File: src/rtl/tick_countdown.sv
// Tick-driven countdown timer: IDLE -> RUN -> EXPIRED with a one-cycle done pulse.
// Optional macro TICK_COUNTDOWN_AUTO_RELOAD_EN turns the terminal tick into a periodic reload.
module tick_countdown #(
  parameter int unsigned WIDTH = 8
) (
  input  logic             clk,
  input  logic             reset,
  input  logic             start,
  input  logic             stop,
  input  logic [WIDTH-1:0] load_value,
  input  logic             tick,
  output logic             timer_en,
  output logic             busy,
  output logic             done,
  output logic [WIDTH-1:0] remaining
);

  typedef enum logic [1:0] {
    ST_IDLE    = 2'd0,
    ST_RUN     = 2'd1,
    ST_EXPIRED = 2'd2
  } state_t;

  state_t           state_q;
  state_t           state_next;
  logic [WIDTH-1:0] remaining_q;
  logic             load_zero;
  logic             terminal_tick;

  assign load_zero     = (load_value == '0);
  assign terminal_tick = tick && (remaining_q == WIDTH'(1));

`ifdef TICK_COUNTDOWN_AUTO_RELOAD_EN
  logic [WIDTH-1:0] reload_q;
  logic             wrap_q;
`endif

  // State register
  always_ff @(posedge clk) begin
    if (reset) begin
      state_q <= ST_IDLE;
    end else begin
      state_q <= state_next;
    end
  end

  // Next-state logic; stop outranks start, start outranks tick
  always_comb begin
    state_next = state_q;
    case (state_q)
      ST_IDLE: begin
        if (start) begin
          state_next = load_zero ? ST_EXPIRED : ST_RUN;
        end
      end
      ST_RUN: begin
        if (stop) begin
          state_next = ST_IDLE;
        end else if (start) begin
          state_next = load_zero ? ST_EXPIRED : ST_RUN;
        end else if (terminal_tick) begin
`ifdef TICK_COUNTDOWN_AUTO_RELOAD_EN
          state_next = ST_RUN;
`else
          state_next = ST_EXPIRED;
`endif
        end
      end
      ST_EXPIRED: begin
        state_next = ST_IDLE;
      end
      default: begin
        state_next = ST_IDLE;
      end
    endcase
  end

  // Countdown datapath
  always_ff @(posedge clk) begin
    if (reset) begin
      remaining_q <= '0;
`ifdef TICK_COUNTDOWN_AUTO_RELOAD_EN
      reload_q    <= '0;
      wrap_q      <= 1'b0;
`endif
    end else begin
`ifdef TICK_COUNTDOWN_AUTO_RELOAD_EN
      wrap_q <= 1'b0;
`endif
      case (state_q)
        ST_IDLE: begin
          if (start) begin
            remaining_q <= load_value;
`ifdef TICK_COUNTDOWN_AUTO_RELOAD_EN
            reload_q    <= load_value;
`endif
          end
        end
        ST_RUN: begin
          if (stop) begin
            remaining_q <= '0;
          end else if (start) begin
            remaining_q <= load_value;
`ifdef TICK_COUNTDOWN_AUTO_RELOAD_EN
            reload_q    <= load_value;
`endif
          end else if (terminal_tick) begin
`ifdef TICK_COUNTDOWN_AUTO_RELOAD_EN
            remaining_q <= reload_q;
            wrap_q      <= 1'b1;
`else
            remaining_q <= '0;
`endif
          end else if (tick && (remaining_q != '0)) begin
            remaining_q <= remaining_q - WIDTH'(1);
          end
        end
        default: begin
          remaining_q <= remaining_q;
        end
      endcase
    end
  end

  // Outputs decoded from registered state only
  always_comb begin
    busy      = 1'b0;
    timer_en  = 1'b0;
    done      = 1'b0;
    remaining = remaining_q;
    case (state_q)
      ST_RUN: begin
        busy     = 1'b1;
        timer_en = 1'b1;
      end
      ST_EXPIRED: begin
        done = 1'b1;
      end
      default: begin
        done = 1'b0;
      end
    endcase
`ifdef TICK_COUNTDOWN_AUTO_RELOAD_EN
    if (wrap_q) begin
      done = 1'b1;
    end
`endif
  end

endmodule
File: config.mk
export PLATFORM = sky130hd
export DESIGN_NAME = tick_countdown
export DESIGN_NICKNAME = d
export VERILOG_FILES = /design/src/rtl/tick_countdown.sv
export SDC_FILE = /design/constraint.sdc
export NUM_CORES = 1
export LEC_CHECK = 0
export CAP_MARGIN = 20
export CORE_MARGIN = 4
export CORE_UTILIZATION = 49
export CTS_CLUSTER_SIZE = 40
export DETAILED_ROUTE_END_ITERATION = 6
export PLACE_DENSITY = 0.91
export SYNTH_ARGS = -nofsm -noshare
export SYNTH_HDL_FRONTEND = slang
export SYNTH_SLANG_ARGS = --single-unit
File: constraint.sdc
create_clock -name clk -period 5.3 [get_ports clk]
set_input_delay 0.795 -clock clk [delete_from_list [all_inputs] [get_ports clk]]
set_output_delay 0.795 -clock clk [all_outputs]
set_load 0.01 [all_outputs]
==> Word-level counts from Yosys, hierarchy flattened <==
Index checks and enable logic that the tools add are counted.
{ "totals": {"ff_bits": 10, "latch_bits": 0, "ramBits": 0, "rom_bits": 0, "inputBits": 13, "output_inout_bits": 11, "word_cells": 31, "memories": 0} }
{ "classes": {"n_addsub": 1, "mul": 0, "n_div": 0, "order_cmp": 0, "n_eq_ne": 6, "shifts": 0, "muxes": 14, "bitwise_logic": 0, "n_reduce_logical": 8} }
{ "ops": {"columns": ["operator", "count"], "rows": [
  ["$mux W8", 5],
  ["$pmux W8 S2", 1],
  ["$mux W2", 5],
  ["$eq A8 B1 Y1 const B", 1],
  ["$logic_not A8 Y1", 1],
  ["$reduce_bool A8 Y1", 1],
  ["$sub A8 B1 Y8 const B", 1],
  ["$ne A5 B5 Y1 const B", 1],
  ["$ne A4 B4 Y1 const B", 1],
  ["$pmux W2 S2", 1],
  ["$reduce_and A3 Y1", 1],
  ["$eq A2 B1 Y1 const B", 1],
  ["$eq A2 B2 Y1 const B", 1],
  ["$logic_and A1 B1 Y1", 2],
  ["$logic_not A2 Y1", 1],
  ["$mux W1", 2],
  ["$ne A2 B2 Y1 const B", 1],
  ["$reduce_and A2 Y1", 1],
  ["$reduce_bool A2 Y1", 1]
]} }

==> Logic depth before layout (Yosys ltp) <==
{ "depth": {"word_depth": 7, "depth_mapped": 7, "depth_no_buf": 6} }

==> Worst setup path after synthesis <==
No wires, ideal clock.
{ "synth_path": {"path_kind": "input to register", "from": "input start", "to": "register remaining_q[5], in the netlist remaining[5]", "setup_ps": 92, "arrival_time_ps": 1860, "t_required_ps": 5208, "slack_ps": 3348, "cell_stages": 4, "n_path_buf": 0, "cell_sequence": "or4b_4 a21oi_4 a22oi_1 o32ai_1"} }
{ "synth_between": {"elab_chain_cells": 3, "elab_cells_between_ends": 6, "classes_between": "2 x eq/ne; 3 x mux; 1 x reduce/logical"} }
{ "synth_rtl": {"columns": ["item", "line", "rtl"], "rows": [
  ["from (decl)", "8", "input logic start,"],
  ["$mux W8", "102", "end else if (start) begin"],
  ["$mux W8", "100", "if (stop) begin"],
  ["$pmux W8 S2", "90", "case (state_q)"],
  ["to (signal assigned)", "93", "remaining_q <= load_value;"],
  ["to (signal assigned)", "103", "remaining_q <= load_value;"],
  ["to (signal assigned)", "115", "remaining_q <= remaining_q - WIDTH'(1);"],
  ["to (decl)", "26", "logic [WIDTH-1:0] remaining_q;"]
]} }
Several ways; a longest one is shown, not always the timed one.
A chain may end at the register's enable or synchronous reset.

==> Final worst setup path <==
{ "layout_path": {"from": "register state_q[0]", "to": "output timer_en"} }
{ "layout_between": {"elab_chain_cells": 2} }
{ "layout_rtl": {"columns": ["item", "line", "rtl"], "rows": [
  ["from (decl)", "24", "state_t state_q;"],
  ["from (signal assigned)", "43", "state_q <= state_next;"],
  ["$eq A2 B1 Y1", "131", "case (state_q)"],
  ["$mux W1", "131", null],
  ["to (decl)", "12", "output logic timer_en,"]
]} }
No other way between the ends.

==> metrics.cfg <==
[sta]
hold_violations = 0
layout_setup_ws_ns = 2.84
fin_skew_ns = 0.00391
rsz0062_at_grt = false
setup-tns-final_ns = 0
drv_slew = 0
slew_headroom_pct = 55.2
period_minus_slack_ns = 2.46
min_period_over_period_pct = 46.4
timing.hold.ws_ns = 0.549
worstMarginPinSlew_ns = 0.664
max_freq_ghz = 0.407
setup_viol = 0

[yosys]
syn-num-nets = 115
synth-compound-area-share_pct = 32.8
synth.distinct_cells = 39
synthTopCellsByCount = 10 x a21oi_1, 10 x dfxtp_1, 9 x nand2_1, 7 x inv_1, 6 x a211oi_1
synth-simple-area-share_pct = 30.7
synthAdderAreaFrac_pct = 4.72
yosysWarningCount = 0
synth_mux_area_share_pct = 1.26
synth-xor-area-share_pct = 0
synth_top_family_by_area = compound AO/OA/AOI/OAI gates
synthArstFlopShare_pct = 0
synth_area_sq_um = 795
ys.flop_type = dfxtp_1
syn_area_per_cell_sq_um = 8.03
synth_top_area_share_pct = 25.2
ys_seq_elements = 10
netlist.top_cell.by_area = dfxtp_1
synth_edf_count = 0
synth_cells = 99
ys_seq_area_share_pct = 25.2
yosys-top-cells-area = dfxtp_1 25%, a21oi_1 6.3%, a211oi_1 5.7%

[grt]
grt_pass1_wl_um = 3810
grt.overflow.total = 0
grt_max_degree = 12
antenna_found_initial = 0
grt_use_total_pct = 23.9
first_global_vias = 819

[clock_network]
clock_latency_ns = 0.28
cts_hold_buffers = 0
post_cts.repair.setup_buffers = 0
cts_max_level = 1
cts_resized = 0
clk_path_buf_depth = 2
root_buffer = clkbuf_4
cts.sinks = 10
cts_tree = built
cts_buffers = 3
clk_pin_slew_ns = 0.07

[flow_run]
maxCapViolCount = 0

[layout]
antenna-diode-count = 0
final_core_util_pct = 69.9
layout.nets = 140
syn_to_final_growth_pct = 34.0
drive_above_1_share_pct = 7.32

[detailed_routing]
drtPass1Iterations = 4
wl_um = 2500
drt-vias-per-instance = 6.78
drc = 0
antenna_left = 0
routedWlPerCell_um = 18.0
num_vias = 942
dr.first_iter.drc_count = 73

[hold_path]
hold_path_class = reg -> reg

[outcome]
status = finished clean

[placed_design]
numPortBuffers = 23
gp_congestion = 0.917
post-dp-hpwl_um = 1850
preCtsSetupSlack_ns = 2.65

[die]
dieHeight_um = 48.3
ios = 24
die_w_um = 48.3
rows = 14
die_area_sq_um = 2330
core_area_sq_um = 1520
start_util_pct = 52.1

[setup_path]
start_kind = register
critPathMaxStageDelay_ns = 0.60
crit_chain = nor2b_1 -> clkdlybuf4s50_1
crit_arrival_ns = 1.66
endpoint_kind = output pin
cp.required_ns = 4.51
cpMaxStageDelayCell = clkdlybuf4s50_1
path_max_fanout = 8
path_class = reg -> out

[power]
vdd_ir_drop_max_mv = 0.179
power.density_nw_per_um2 = 235
p_leak_nw = 0.391
p_total_w = 0.000251

==> worst paths after layout <==
| check | endpoint | slack, ns | start | cells past startpoint |
|---|---|---|---|---|
| worst min register to register | remaining[1] | 0.55 | remaining[1] | 2 |
| worst max register to register | remaining[2] | 3.24 | remaining[0] | 5 |
| worst min-delay path | remaining[1] | 0.55 | remaining[1] | 2 |
| worst max-delay path | timer_en | 2.84 | state_q[0] | 2 |
==> metal layers <==
| layer | routed length, um | vias to the layer above | part of all wire (%) | GRT usage (%) |
|---|---|---|---|---|
| li1 | - | 439 | - | - |
| met1 | 1060 | 435 | 42 | 33.8 |
| met2 | 1080 | 62 | 43 | 33.6 |
| met3 | 290 | 6 | 12 | 5.90 |
| met4 | 67 | 0 | 2.7 | 11.3 |
| met5 | 0 | - | 0 | 0 |
==> registers in the layout, summed over array words and instances, names as in the netlist <==
signal     cells
remaining      8
state_q        2
==> power by group <==
| part | total [W] | switching, W | internal [W] |
|---|---|---|---|
| combinational | 0.0000855 | 0.0000441 | 0.0000414 |
| sequential | 0.0000924 | 0.0000109 | 0.0000815 |
| clock | 0.0000725 | 0.0000307 | 0.0000419 |
| total | 0.000251 | 0.0000857 | 0.000165 |
==> cells in the final DEF (no fill, tap or decap), drive strengths merged, types with 4 or more instances in the layout <==
cell type / n
o21ai: 4
a21oi: 11
nand2: 9
o32ai: 4
dfxtp: 10
nor2: 5
inv: 7
clkdlybuf4s50: 23
clkbuf: 4
a211oi: 6
==> cell type report <==
type	instances	area, sq um
sequential	10	200
timing repair buffer	23	230
inverter	7	26.3
fill	130	459
tap	16	20.0
multi-input combinational	79	552
clock buffer	4	36.3
==> critical path, delay by kind of cell, from the launching register on <==
family,cells,cell delay (ns)
flops,1,0.44
simple gates,1,0.34
buf+inv,1,0.60
==> metrics by stage <==
stage | cells | cell area (sq um)
finish | 139 | 1060
global route | 139 | 1060
CTS | 139 | 1060
detailed placement | 135 | 1030
global placement | 135 | 1030
floorplan | 99 | 795
==> cell families (layout without fill, tap and decap cells) <==
| logic type | Yosys count | in the layout |
|---|---|---|
| flip-flops | 10 | 10 |
| AND/OR/NAND/NOR | 38 | 38 |
| adder cells (fa/ha/maj) | 3 | 3 |
| buffers and inverters | 10 | 34 |
| multiplexers | 1 | 1 |
| AO/OA/AOI/OAI | 37 | 37 |
No activity file was read; power rests on OpenSTA's default activity.
